$ cat src/rtl/if_fetch_stage_pkg.sv
// ============================================================================
// if_fetch_stage_pkg : shared types and constants for the instruction-fetch stage
// Rev 1.0
// ============================================================================
`default_nettype none

package if_fetch_stage_pkg;

  localparam int PC_W = 30;

  localparam logic [PC_W-1:0] RESET_PC_DEFAULT = 30'h2FF00000;
  localparam logic [PC_W-1:0] EXC_PC_DEFAULT   = 30'h2FF000E0;
  localparam logic [PC_W-1:0] PC_ONE           = 30'd1;

  typedef enum logic [1:0] {
    ST_IDLE     = 2'd0,
    ST_WAIT_RSP = 2'd1,
    ST_FULL     = 2'd2
  } fetch_state_t;

  typedef enum logic [1:0] {
    NPC_HOLD     = 2'd0,
    NPC_SEQ      = 2'd1,
    NPC_REDIRECT = 2'd2,
    NPC_EXC      = 2'd3
  } npc_sel_t;

  // Word-address increment; wraps modulo 2^30.
  function automatic logic [PC_W-1:0] pc_inc(input logic [PC_W-1:0] pc);
    return pc + PC_ONE;
  endfunction

endpackage

`default_nettype wire

$ cat src/rtl/if_fetch_stage_if.sv
// ============================================================================
// if_fetch_stage_if : single-outstanding instruction-memory request bus
// Rev 1.0
// ============================================================================
`default_nettype none

interface if_fetch_stage_if;
  import if_fetch_stage_pkg::*;

  logic            imem_req;
  logic [PC_W-1:0] imem_addr;
  logic            imem_rvalid;
  logic [31:0]     imem_rdata;

  modport master (
    output imem_req,
    output imem_addr,
    input  imem_rvalid,
    input  imem_rdata
  );

  modport slave (
    input  imem_req,
    input  imem_addr,
    output imem_rvalid,
    output imem_rdata
  );

endinterface

`default_nettype wire

$ cat src/rtl/if_next_pc.sv
// ============================================================================
// if_next_pc : combinational next-PC select (exception / redirect / +1 / hold)
// Rev 1.0
// ============================================================================
`default_nettype none

module if_next_pc
  import if_fetch_stage_pkg::*;
#(
  parameter logic [PC_W-1:0] EXC_PC = EXC_PC_DEFAULT
) (
  input  logic [PC_W-1:0] pc,
  input  logic            exc,
  input  logic            redirect,
  input  logic [PC_W-1:0] redirect_pc,
  input  logic            advance,
  output logic [PC_W-1:0] next_pc
);

  npc_sel_t w_sel;

  always_comb begin
    w_sel = NPC_HOLD;
    if (exc) begin
      w_sel = NPC_EXC;
    end else if (redirect) begin
      w_sel = NPC_REDIRECT;
    end else if (advance) begin
      w_sel = NPC_SEQ;
    end
  end

  always_comb begin
    next_pc = pc;
    unique case (w_sel)
      NPC_EXC:      next_pc = EXC_PC;
      NPC_REDIRECT: next_pc = redirect_pc;
      NPC_SEQ:      next_pc = pc_inc(pc);
      default:      next_pc = pc;
    endcase
  end

endmodule

`default_nettype wire

$ cat src/rtl/if_fetch_stage.sv
// ============================================================================
// if_fetch_stage : PC owner, imem requester and one-entry IF/ID output buffer
// Rev 1.0
// ============================================================================
`default_nettype none

module if_fetch_stage
  import if_fetch_stage_pkg::*;
#(
  parameter logic [PC_W-1:0] RESET_PC = RESET_PC_DEFAULT,
  parameter logic [PC_W-1:0] EXC_PC   = EXC_PC_DEFAULT
) (
  input  logic             clk,
  input  logic             rst_n,
  input  logic             ID_Ready,
  input  logic             Redirect,
  input  logic [PC_W-1:0]  Redirect_Pc,
  input  logic             Exc,
  if_fetch_stage_if.master imem,
  output logic [31:0]      IF_IrOut,
  output logic [PC_W-1:0]  IF_PcAddOne,
  output logic             IF_Valid
);

  fetch_state_t    r_state;
  logic [PC_W-1:0] r_pc;
  logic            r_kill;
  logic            r_req;
  logic [PC_W-1:0] r_addr;
  logic [31:0]     r_ir;
  logic [PC_W-1:0] r_pc_add_one;
  logic            r_valid;

  logic            w_flush;
  logic            w_advance;
  logic [PC_W-1:0] w_next_pc;

  assign w_flush   = Exc | Redirect;
  assign w_advance = (r_state == ST_FULL) && ID_Ready;

  if_next_pc #(
    .EXC_PC (EXC_PC)
  ) u_next_pc (
    .pc          (r_pc),
    .exc         (Exc),
    .redirect    (Redirect),
    .redirect_pc (Redirect_Pc),
    .advance     (w_advance),
    .next_pc     (w_next_pc)
  );

  // pc follows the next-PC selector every cycle; in WAIT_RSP without a
  // flush the selector holds, so the address under request stays put.
  always_ff @(posedge clk or negedge rst_n) begin
    if (!rst_n) begin
      r_state      <= ST_IDLE;
      r_pc         <= RESET_PC;
      r_kill       <= 1'b0;
      r_req        <= 1'b0;
      r_addr       <= '0;
      r_ir         <= '0;
      r_pc_add_one <= '0;
      r_valid      <= 1'b0;
    end else begin
      r_pc <= w_next_pc;
      case (r_state)
        ST_IDLE: begin
          r_req   <= 1'b1;
          r_addr  <= w_next_pc;
          r_state <= ST_WAIT_RSP;
        end

        ST_WAIT_RSP: begin
          if (w_flush) begin
            if (imem.imem_rvalid) begin
              r_kill <= 1'b0;
              r_addr <= w_next_pc;
            end else begin
              // Request cannot be withdrawn; mark its response as stale.
              r_kill <= 1'b1;
            end
          end else if (imem.imem_rvalid) begin
            if (r_kill) begin
              r_kill <= 1'b0;
              r_addr <= r_pc;
            end else begin
              r_ir         <= imem.imem_rdata;
              r_pc_add_one <= pc_inc(r_pc);
              r_valid      <= 1'b1;
              r_req        <= 1'b0;
              r_state      <= ST_FULL;
            end
          end
        end

        ST_FULL: begin
          if (w_flush || ID_Ready) begin
            r_valid <= 1'b0;
            r_req   <= 1'b1;
            r_addr  <= w_next_pc;
            r_state <= ST_WAIT_RSP;
          end
        end

        default: begin
          r_state <= ST_IDLE;
        end
      endcase
    end
  end

  assign imem.imem_req  = r_req;
  assign imem.imem_addr = r_addr;
  assign IF_IrOut       = r_ir;
  assign IF_PcAddOne    = r_pc_add_one;
  assign IF_Valid       = r_valid;

  a_addr_stable: assert property (@(posedge clk) disable iff (!rst_n)
    (r_req && !imem.imem_rvalid) |=> (r_req && $stable(r_addr)));

  a_valid_full: assert property (@(posedge clk) disable iff (!rst_n)
    r_valid == (r_state == ST_FULL));

endmodule

`default_nettype wire

$ cat src/flat_wrapper.sv
// flat-port wrapper written by rule: the top's interface ports become plain ports
module if_fetch_stage_flat import if_fetch_stage_pkg::*;
#(
  parameter logic [PC_W-1:0] RESET_PC = RESET_PC_DEFAULT,
  parameter logic [PC_W-1:0] EXC_PC   = EXC_PC_DEFAULT
)
  (clk, rst_n, ID_Ready, Redirect, Redirect_Pc, Exc, IF_IrOut, IF_PcAddOne, IF_Valid, imem_imem_req, imem_imem_addr, imem_imem_rvalid, imem_imem_rdata);
  if_fetch_stage_if imem_i ();
  input  logic clk;
  input  logic rst_n;
  input  logic ID_Ready;
  input  logic Redirect;
  input  logic [PC_W-1:0] Redirect_Pc;
  input  logic Exc;
  output logic [31:0] IF_IrOut;
  output logic [PC_W-1:0] IF_PcAddOne;
  output logic IF_Valid;
  output wire logic [$bits(imem_i.imem_req)-1:0] imem_imem_req;
  output wire logic [$bits(imem_i.imem_addr)-1:0] imem_imem_addr;
  input wire logic [$bits(imem_i.imem_rvalid)-1:0] imem_imem_rvalid;
  input wire logic [$bits(imem_i.imem_rdata)-1:0] imem_imem_rdata;
  assign imem_imem_req = imem_i.imem_req;
  assign imem_imem_addr = imem_i.imem_addr;
  assign imem_i.imem_rvalid = imem_imem_rvalid;
  assign imem_i.imem_rdata = imem_imem_rdata;
  if_fetch_stage #(.RESET_PC(RESET_PC), .EXC_PC(EXC_PC)) u_core (.clk(clk), .rst_n(rst_n), .ID_Ready(ID_Ready), .Redirect(Redirect), .Redirect_Pc(Redirect_Pc), .Exc(Exc), .imem(imem_i), .IF_IrOut(IF_IrOut), .IF_PcAddOne(IF_PcAddOne), .IF_Valid(IF_Valid));
endmodule
$ cat config.mk
export PLATFORM = sky130hd
export DESIGN_NAME = if_fetch_stage_flat
export DESIGN_NICKNAME = d
export VERILOG_FILES = /design/src/rtl/if_fetch_stage_pkg.sv /design/src/rtl/if_fetch_stage_if.sv /design/src/rtl/if_next_pc.sv /design/src/rtl/if_fetch_stage.sv /design/src/flat_wrapper.sv
export SDC_FILE = /design/constraint.sdc
export NUM_CORES = 1
export LEC_CHECK = 0
export CORE_ASPECT_RATIO = 1.1
export CORE_MARGIN = 5
export CORE_UTILIZATION = 39
export CTS_BUF_LIST = sky130_fd_sc_hd__clkbuf_4 sky130_fd_sc_hd__clkbuf_8
export DETAILED_ROUTE_END_ITERATION = 6
export MAX_ROUTING_LAYER = met4
export PLACE_DENSITY_LB_ADDON = 0.05
export RECOVER_POWER = 25
export SYNTH_ARGS = -nofsm -noshare
export SYNTH_HDL_FRONTEND = slang
export SYNTH_SLANG_ARGS = --single-unit
export TNS_END_PERCENT = 10
$ cat constraint.sdc
create_clock -name clk -period 3.4 [get_ports clk]
set_input_delay 0.85 -clock clk [delete_from_list [all_inputs] [get_ports clk]]
set_output_delay 0.85 -clock clk [all_outputs]
set_load 0.01 [all_outputs]
# Word-level counts from Yosys, hierarchy flattened
# Cells that the tools add are included.
dict set report word_totals {
  output_inout_bits 94
  regBits 127
  inputBits 68
}
dict set report classes {
  bitwise 3
  eq_ne 10
  n_reduce_logical 12
  add_sub_neg 1
  mux 28
}
# cell count
set ops {}
lappend ops {{$pmux 30 s3} 2}
lappend ops {{$mux 30} 5}
lappend ops {{$add 30x1->30 const B} 1}
lappend ops {{$mux 1} 12}
lappend ops {{$mux 2} 6}
lappend ops {{$reduce_and 4->1} 3}
lappend ops {{$reduce_and 5->1} 2}
lappend ops {{$ne 2x2->1 const B} 4}
lappend ops {{$eq 2x2->1 const B} 3}
lappend ops {{$pmux 2 s3} 1}
lappend ops {{$eq 2x1->1 const B} 2}
lappend ops {{$reduce_bool 2->1} 2}
lappend ops {{$ne 3x1->1 const B} 1}
lappend ops {{$pmux 1 s3} 1}
lappend ops {{$reduce_bool 3->1} 1}
lappend ops {{$logic_not 2->1} 1}
lappend ops {{$not 1->1} 2}
lappend ops {{$pmux 1 s2} 1}
lappend ops {{$reduce_and 2->1} 1}
lappend ops {{$logic_and 1x1->1} 1}
lappend ops {{$logic_or 1x1->1} 1}
lappend ops {{$or 1x1->1} 1}

# Depth between registers and ports, before layout
# Gate-level depths: netlist (run 1).
dict set report depth {
  ltp_word 10
  depth_mapped 8
  ltp_nobuf 6
}

# By module
# A second synthesis (run 1) with hierarchy kept.
dict set report hier_totals {
  hier_cells 631
  area_unflattened_um2 6517.5
}
# mod cells_per_inst area_each_um2 n_inst seq_area_each_um2
set by_module_without_submodules {}
lappend by_module_without_submodules {if_fetch_stage 435 5307.6 1 3189.3}
lappend by_module_without_submodules {if_next_pc 196 1209.9 1 0.0}

# Worst setup path before layout (run 1)
# OpenSTA, ideal clock, no wires.
dict set report synth_path {
  kind {in2reg}
  startpoint {input Exc}
  endpoint {register u_core.r_addr[14], in the netlist u_core.imem.imem_addr[14]}
  setup_ns 0.125
  stages 7
  arrival_time_ns 2.589
  setup_slack_ns 0.686
  required_ns 3.275
  cell_sequence {clkbuf_1 > nor3_1 > o21ai_0 > and2_1 > clkbuf_1 > clkbuf_1 > mux2_2}
}
dict set report synth_between {
  elab_chain_len 6
  elab_cells_between_ends 14
}
# item line_no
set synth_lines {}
lappend synth_lines {{start, declared} flat_wrapper.sv:14} ;# input logic Exc;
lappend synth_lines {{$mux 2} if_next_pc.sv:24} ;# if (exc) begin
lappend synth_lines {{$eq 2x1->1 or $eq 2x2->1 (tied branches)} if_next_pc.sv:35} ;# unique case (w_sel)
lappend synth_lines {{$pmux 30 s3} if_next_pc.sv:35}
lappend synth_lines {{$mux 30} if_fetch_stage.sv:75} ;# if (imem.imem_rvalid) begin
lappend synth_lines {{$mux 30} if_fetch_stage.sv:74} ;# if (w_flush) begin
lappend synth_lines {{$pmux 30 s3} if_fetch_stage.sv:66} ;# case (r_state)
lappend synth_lines {{end signal, assigned} if_fetch_stage.sv:69} ;# r_addr <= w_next_pc;
lappend synth_lines {{end signal, assigned} if_fetch_stage.sv:77} ;# r_addr <= w_next_pc;
lappend synth_lines {{end signal, assigned} if_fetch_stage.sv:85} ;# r_addr <= r_pc;
lappend synth_lines {{end, declared} if_fetch_stage.sv:29} ;# logic [PC_W-1:0] r_addr;
# Parallel ways exist; a longest one is shown, timed or not. The select of a mux whose other input is x is not followed.
# A chain may end at the register's enable or synchronous reset.

# Worst setup path in the final report (run 1)
dict set report layout_path {
  startpoint {register u_core.r_pc[0]}
  endpoint {register u_core.r_addr[14], in the netlist u_core.imem.imem_addr[14]}
}
dict set report layout_between {
  elab_chain_len 5
  elab_cells_between_ends 6
}
# item line_no
set layout_lines {}
lappend layout_lines {{start, declared} if_fetch_stage.sv:26} ;# logic [PC_W-1:0] r_pc;
lappend layout_lines {{start signal, assigned} if_fetch_stage.sv:65} ;# r_pc <= w_next_pc;
lappend layout_lines {{$add 30x1->30 (*)} if_fetch_stage_pkg.sv:30} ;# return pc + PC_ONE;
lappend layout_lines {{$pmux 30 s3 (*)} if_next_pc.sv:35}
lappend layout_lines {{net u_core.u_next_pc.next_pc[14]} if_next_pc.sv:17} ;# output logic [PC_W-1:0] next_pc
lappend layout_lines {{$mux 30} if_fetch_stage.sv:75}
lappend layout_lines {{$mux 30} if_fetch_stage.sv:74}
lappend layout_lines {{$pmux 30 s3 (*)} if_fetch_stage.sv:66}
# The timed path passes the listed nets; every way through them passes the cells marked *. The select of a mux whose other input is x is not followed.

==> summary.txt, run 1 <==
Timing
  • Tmin final: ~2.7 ns
  • RSZ-0062 raised after global routing: false
  • Tightest Pin Transition: roughly 1.4 ns
  • Final setup fails: 0
  • Max Slew Vio Count: 0
  • Fin crit share: just under 80%
  • Worst rel slew slack: 8.37%
  • Setup ws final: roughly 0.7 ns
  • Final hold slack: 0.478 ns
  • Setup tns final: 0 ns
  • F_max: around 370 MHz
  • Clock skew: ~0.012 ns
  • Final Hold Fails: 0

Routing
  • Total Routed Length: 16800 um
  • DRC viols: 0
  • Average routed wire per standard cell: around 18 um
  • First-pass iteration count of the detailed router: 5
  • ANT nets after route: 0
  • Vias: 5103
  • Detailed Route Iter0 Violations: around 280
  • Via-to-Cell Ratio: 5.35

Floorplan
  • Die height: between 100 and 150 um
  • Die area: roughly 18000 sq um
  • Initial core utilization: about 40%
  • Rows: between 40 and 50
  • CORE AREA: 15200 sq um
  • Die width: approximately 130 um
  • I/O Pins: about 160

Pwr
  • Power Density: between 500 and 600 nW/um^2
  • Sequential share of power: between 40 and 50%
  • VDD IR max: ~0.28 mV
  • Sw Share: a little over a quarter
  • Static leakage power: about 3.4 nW
  • Power Total: approximately 4.8 mW
  • NetSw: about 1.3 mW
  • Clk pwr share: a little under 30%
  • Logic pwr share: about 28%
  • Internal power: approximately 3.5 mW

Global route
  • Overall Global Routing Usage: about a fifth
  • Initial antenna violation count: 0
  • Vias in the first global route: approximately 5200
  • Largest net degree at the start of global routing: between 80 and 90
  • First-pass GRT wire length: 27100 um
  • Overflow after GRT: 0

Logic synthesis
  • Synth top area share: between 40% and 50%
  • Post-synthesis register bit count: 127
  • Top cells by area, synth: dfrtp_1 (49%), mux2_2 (8.7%), nand2_1 (4.5%), dfstp_2 (3.9%), o21ai_0 (3.3%)
  • Synth top cells by count: dfrtp_1 (118), nand2_1 (73), mux2_2 (47)
  • Most frequent cell after synthesis: dfrtp_1
  • Post-synth EDFFs: 0
  • Synthesized Nets: around 660
  • Ys flop type: dfrtp_1
  • Synth Instances: 590
  • Seq/Total Area, Yosys: between 50% and 60%
  • Ys async rst share: 100%
  • Synth Cell Area: 6080 sq um
  • Largest area contributor in the synthesized netlist: dfrtp_1
  • Avg Synthesized Cell Area: around 10 sq um
  • Yosys cell types: 61
  • Synth warn: 0

Clocking
  • Clock Latency Late Sink: 0.43 ns
  • CTS Hold Buffers Added: 0
  • Sinks on the clock net: 127
  • Setup Buffers After CTS: 0
  • Root buf cell: clkbuf_8
  • Clk pin slew, worst setup/hold paths: roughly 0.07 ns
  • Max clock buf depth: 2
  • H-tree levels: 4
  • # resized after CTS: 0
  • CTS tree: done
  • Total CTS buffers: 17

Place
  • Routability cong.: slightly above 0.8
  • Dpl cells: about 900
  • Setup WS pre-CTS: ~0.48 ns
  • Final HPWL DP: 12100 um
  • IO Port Bufs: between 150 and 200
  • Area post-placement: 7940 sq um

Critical path
  • Crit-path cells: ha_1 -> nand4_1 -> buf_4 -> or4_1 -> or3_1 -> a311oi_2 -> mux2_2
  • Worst-path fanout max: 8
  • CP max stage delay: 0.64 ns
  • Crit. End Element: flop
  • Crit path DAT: between 3 and 4 ns
  • Worst Path Required: roughly 3.8 ns
  • CP startpoint kind: flop
  • CP max-delay cell: or4_1
  • R2R Setup Slk: about 0.7 ns
  • Critical path type: flop to flop

Cells and area
  • Finished Cell Area: 8360 sq um
  • Nets@finish: roughly 810
  • Synthesis-to-finish area growth: 37.5%
  • Post-layout util: a little under three fifths
  • Non-Filler Instances: 953
  • Share of post-route cells with drive strength above 1: between 15 and 20%
  • # diodes: 0

Hold path
  • HP Class: flop to flop

Outcome
  • Status: finished, final reports clean

Job
  • Max cap viols: 0
[per-layer routing]
metal / vias up / global-route usage, % / routed length, um
li1: 2426 / - / -
met1: 2472 / 26.7 / 7920
met2: 184 / 28.4 / 7550
met3: 21 / 4.39 / 1060
met4: 0 / 6.25 / 253
met5: - / - / 0
[cell type report]
class	instances	area [sq um]
timing repair buffer	180	1800
fill	1351	6810
sequential	127	3190
multi-input combinational	415	2690
tap	196	245
clock buffer	25	319
inverter	4	15.0
clock inverter	6	105
[power by group through the flow]
stage	Clock, mW	Combinational (mW)	Sequential (mW)
5_1_grt	1.49	1.46	2.07
3_3_place_gp	0	1.35	2.04
6_report	1.39	1.35	2.03
2_1_floorplan	0	0.404	2.16
4_1_cts	1.42	1.38	2.03
3_5_place_dp	0	1.37	2.06
[critical path, delay by kind of cell, from the launching register on]
family,cells,cell delay [ns]
fa+ha+maj,1,0.32
simple gates,3,1.16
mux,1,0.20
compound gates,1,0.29
flops,1,0.50
buf+inv,1,0.17
[registers in the layout (all words and copies together), names as in the netlist]
name,count
u_core.IF_IrOut,32
u_core.IF_PcAddOne,30
u_core.IF_Valid,1
u_core.imem.imem_addr,30
u_core.imem.imem_req,1
u_core.r_kill,1
u_core.r_pc,30
u_core.r_state,2
[cells in the final DEF, fill, tap and decap left out, drive strengths merged, types with 8 or more instances in the layout]
| cell | n |
|---|---|
| clkdlybuf4s50 | 160 |
| dfstp | 9 |
| mux2 | 47 |
| buf | 19 |
| xnor2 | 15 |
| nand4 | 17 |
| nor4 | 9 |
| xor2 | 21 |
| nor3 | 27 |
| nand3 | 24 |
| a311oi | 8 |
| o31ai | 8 |
| o21ai | 40 |
| clkbuf | 26 |
| nand2 | 73 |
| dfrtp | 118 |
| nor2 | 43 |
[cell families (layout without fill, tap and decap cells)]
kind of cell | count (synthesis) | count (layout) | synth area share [%]
fa+ha+maj | 1 | 1 | 0.206
flops | 127 | 127 | 52.5
buf+inv | 48 | 215 | 3.31
simple gates | 229 | 229 | 18.6
xor+xnor | 36 | 36 | 5.19
mux | 49 | 49 | 9.04
compound gates | 100 | 100 | 11.2
[worst paths after layout]
path,cells past startpoint,startpoint,to
min,2,u_core.IF_PcAddOne[10],u_core.IF_PcAddOne[10]
max reg2reg,7,u_core.r_pc[0],u_core.imem.imem_addr[14]
min reg2reg,2,u_core.IF_PcAddOne[10],u_core.IF_PcAddOne[10]
min in group asynchronous,1,rst_n,u_core.IF_IrOut[5]
max in group asynchronous,2,rst_n,u_core.r_pc[24]
max,7,u_core.r_pc[0],u_core.imem.imem_addr[14]
No activity file was read; power rests on OpenSTA's default activity.
==> inputs of run 2 (changes only) <==
==> constraint.sdc (replaced) <==
create_clock -name clk -period 2.3 [get_ports clk]
set_input_delay 0.575 -clock clk [delete_from_list [all_inputs] [get_ports clk]]
set_output_delay 0.575 -clock clk [all_outputs]
set_load 0.01 [all_outputs]
==> run 2 against run 1 <==
Compared with the run above:
- the flow now finishes with violations (max-capacitance violations, max-slew violations)
- routed wire length rose by 3.3%
- critical endpoint is now u_core.imem.imem_addr[18]
- die area unchanged
- setup slack got worse by 0.57 ns
==> summary.txt, run 2 (synthesis results as in run 1) <==
Critical path
  • Worst Path Required: 2.65 ns (was 3.77 ns)
  • Cell count of the worst reg-to-reg path: 6 (was 7)
  • Crit path DAT: 2.52 ns (was 3.07 ns)
  • CP startpoint kind: flop (unchanged)
  • Critical path type: flop to flop (unchanged)
  • R2R Setup Slk: 0.13 ns (was 0.70 ns)
  • Capture point of the worst reg-to-reg path: u_core.imem.imem_addr[18] (was u_core.imem.imem_addr[14])
  • Worst-path fanout max: 6 (was 8)
  • R2r startpoint: u_core.r_pc[0] (unchanged)
  • Crit. End Element: flop (unchanged)

Routing
  • Detailed Route Iter0 Violations: 270 (was 283)
  • DRC viols: 0 (unchanged)
  • ANT nets after route: 0 (unchanged)
  • Total Routed Length: 17300 um (was 16800 um)
  • Vias: 5243 (was 5103)
  • First-pass iteration count of the detailed router: 5 (unchanged)
  • Average routed wire per standard cell: 17.3 um (was 17.6 um)
  • Via-to-Cell Ratio: 5.22 (was 5.35)

Pwr
  • NetSw: 2.02 mW (was 1.30 mW)
  • Power Density: 808 nW/um^2 (was 570 nW/um^2)
  • Static leakage power: 3.61 nW (was 3.37 nW)
  • Sw Share: 28.5% (was 27.3%)
  • Sequential share of power: 41.8% (was 42.6%)
  • Clk pwr share: 28.6% (was 29.1%)
  • Logic pwr share: 29.6% (was 28.4%)
  • Internal power: 5.08 mW (was 3.47 mW)
  • VDD IR max: 0.360 mV (was 0.283 mV)

Floorplan
  • CORE AREA: 15200 sq um (unchanged)
  • Rows: 47 (unchanged)
  • Initial core utilization: 40.1% (unchanged)
  • Die width: 129 um (unchanged)
  • I/O Pins: 162 (unchanged)
  • Die area: 18200 sq um (unchanged)
  • Die height: 141 um (unchanged)

Timing
  • Final hold slack: 0.479 ns (was 0.478 ns)
  • Fin crit share: 94.2% (was 79.4%)
  • F_max: 462 MHz (was 370 MHz)
  • Max Slew Vio Count: 128 (was 0)
  • Tightest Pin Transition: 1.77 ns (was 1.37 ns)
  • Final Hold Fails: 0 (unchanged)
  • RSZ-0062 raised after global routing: false (unchanged)
  • Final setup fails: 0 (unchanged)
  • Tmin final: 2.17 ns (was 2.70 ns)
  • Worst rel slew slack: -17.7% (was 8.37%)
  • Setup tns final: 0 ns (unchanged)
  • Clock skew: 0.0116 ns (was 0.0117 ns)

Cells and area
  • Nets@finish: 865 (was 814)
  • Largest register FFs: 32 (unchanged)
  • Synthesis-to-finish area growth: 44.6% (was 37.5%)
  • # diodes: 0 (unchanged)
  • Share of post-route cells with drive strength above 1: 21.0% (was 15.2%)
  • Most frequent cells in the layout: clkdlybuf4s50_1 (160), dfrtp_1 (118), nand2_1 (73), buf_4 (62), mux2_2 (47) (was clkdlybuf4s50_1 (160), dfrtp_1 (118), nand2_1 (73), mux2_2 (47), nor2_1 (43))
  • Commonest non-fill, non-tap cell in the layout: clkdlybuf4s50_1 (unchanged)

Global route
  • Overall Global Routing Usage: 20.2% (was 19.4%)
  • First-pass GRT wire length: 28300 um (was 27100 um)
  • Vias in the first global route: 5475 (was 5162)
  • Largest net degree at the start of global routing: 128 (was 82)
  • Initial antenna violation count: 0 (unchanged)
  • Overflow after GRT: 0 (unchanged)

Hold path
  • HP Class: flop to flop (unchanged)
  • Hold wc startpoint: u_core.IF_PcAddOne[28] (was u_core.IF_PcAddOne[10])
  • Hold path depth: 2 (unchanged)
  • Worst hold endpoint: u_core.IF_PcAddOne[28] (was u_core.IF_PcAddOne[10])

Clocking
  • CTS Hold Buffers Added: 0 (unchanged)
  • Root buf cell: clkbuf_8 (unchanged)
  • CTS tree: done (unchanged)
  • H-tree levels: 4 (unchanged)
  • Max clock buf depth: 2 (unchanged)
  • Sinks on the clock net: 127 (unchanged)
  • Clock Latency Late Sink: 0.44 ns (was 0.43 ns)
  • Total CTS buffers: 17 (unchanged)
  • Clk pin slew, worst setup/hold paths: 0.08 ns (was 0.07 ns)

Place
  • Final HPWL DP: 12900 um (was 12100 um)
  • IO Port Bufs: 161 (unchanged)
  • Routability cong.: 0.869 (was 0.829)

Outcome
  • Status: finished with violations (was finished, final reports clean)
  • Failing checks: max-capacitance violations, max-slew violations

Job
  • Max cap viols: 1 (was 0)
==> run 2: cell count changes in the layout (fill, tap and decap cells not counted) <==
cell	delta
ha_2	+1
clkbuf_8	-2
clkinv_4	+3
or4_1	-1
clkinvlp_4	+5
ha_1	-1
clkbuf_1	-1
buf_4	+47
or4_4	+1
clkinv_2	-1
clkbuf_4	-2
buf_12	+3
==> run 2: how the worst max path moves through the flow <==
stage               cells after the start      startpoint                         to
global placement                        6        ID_Ready  u_core.imem.imem_addr[26]
CTS                                     6  u_core.r_pc[0]  u_core.imem.imem_addr[18]
detailed placement                      6        ID_Ready  u_core.imem.imem_addr[26]
floorplan                               7  u_core.r_pc[0]  u_core.imem.imem_addr[18]
finish                                  6  u_core.r_pc[0]  u_core.imem.imem_addr[18]
global route                            6  u_core.r_pc[0]  u_core.imem.imem_addr[18]
==> run 2: through the flow <==
stage / worst slack [ns] / instances / power, mW / util (%) / instance area (sq um)
6_report: 0.134 / 1005 / 7.10 / 57.9 / 8790
5_1_grt: 0.0418 / 1005 / 7.48 / 57.9 / 8790
4_1_cts: 0.0302 / 1005 / 7.21 / 58.0 / 8800
3_5_place_dp: -0.235 / 973 / 5.15 / 55.2 / 8370
3_3_place_gp: -0.205 / 973 / 5.09 / 55.2 / 8370
2_1_floorplan: -0.0361 / 590 / 3.80 / - / 6080
==> run 2: what timing repair did <==
action                     4_1_cts  5_1_grt
setup endpoints to repair        0        3
setup buffers                    0        0
gates resized for setup          0        1
==> run 2: power by group through the flow <==
stage / clock, mW / sequential, mW / combinational (mW)
final: 2.03 / 2.97 / 2.10
after floorplan: 0 / 3.20 / 0.599
after CTS: 2.10 / 2.97 / 2.14
after global routing: 2.19 / 3.03 / 2.27
after global placement: 0 / 2.98 / 2.10
after detailed placement: 0 / 3.01 / 2.13
==> run 2: final cells by class <==
| cell class | instances | area [sq um] |
|---|---|---|
| Fill cell | 1336 | 6380 |
| Sequential cell | 127 | 3190 |
| Multi-Input combinational cell | 415 | 2690 |
| Timing Repair Buffer | 231 | 2220 |
| Clock buffer | 19 | 262 |
| Tap cell | 196 | 245 |
| Clock inverter | 13 | 164 |
| Inverter | 4 | 15.0 |
==> run 2: critical path, cell delays in order, from the launching register on <==
cell and delay [ns]:
dfrtp_1 0.36, ha_2 0.18, nand4_1 0.15, or4_4 0.57, or4_1 0.40, and3_1 0.20
o31ai_2 0.21
==> run 2: layer usage <==
layer | GRT usage, % | vias up | routed length, um
met5 | - | - | 0
met4 | 7.13 | 0 | 394
met3 | 4.31 | 27 | 1110
met2 | 29.5 | 187 | 7680
met1 | 27.9 | 2489 | 8160
li1 | - | 2540 | -
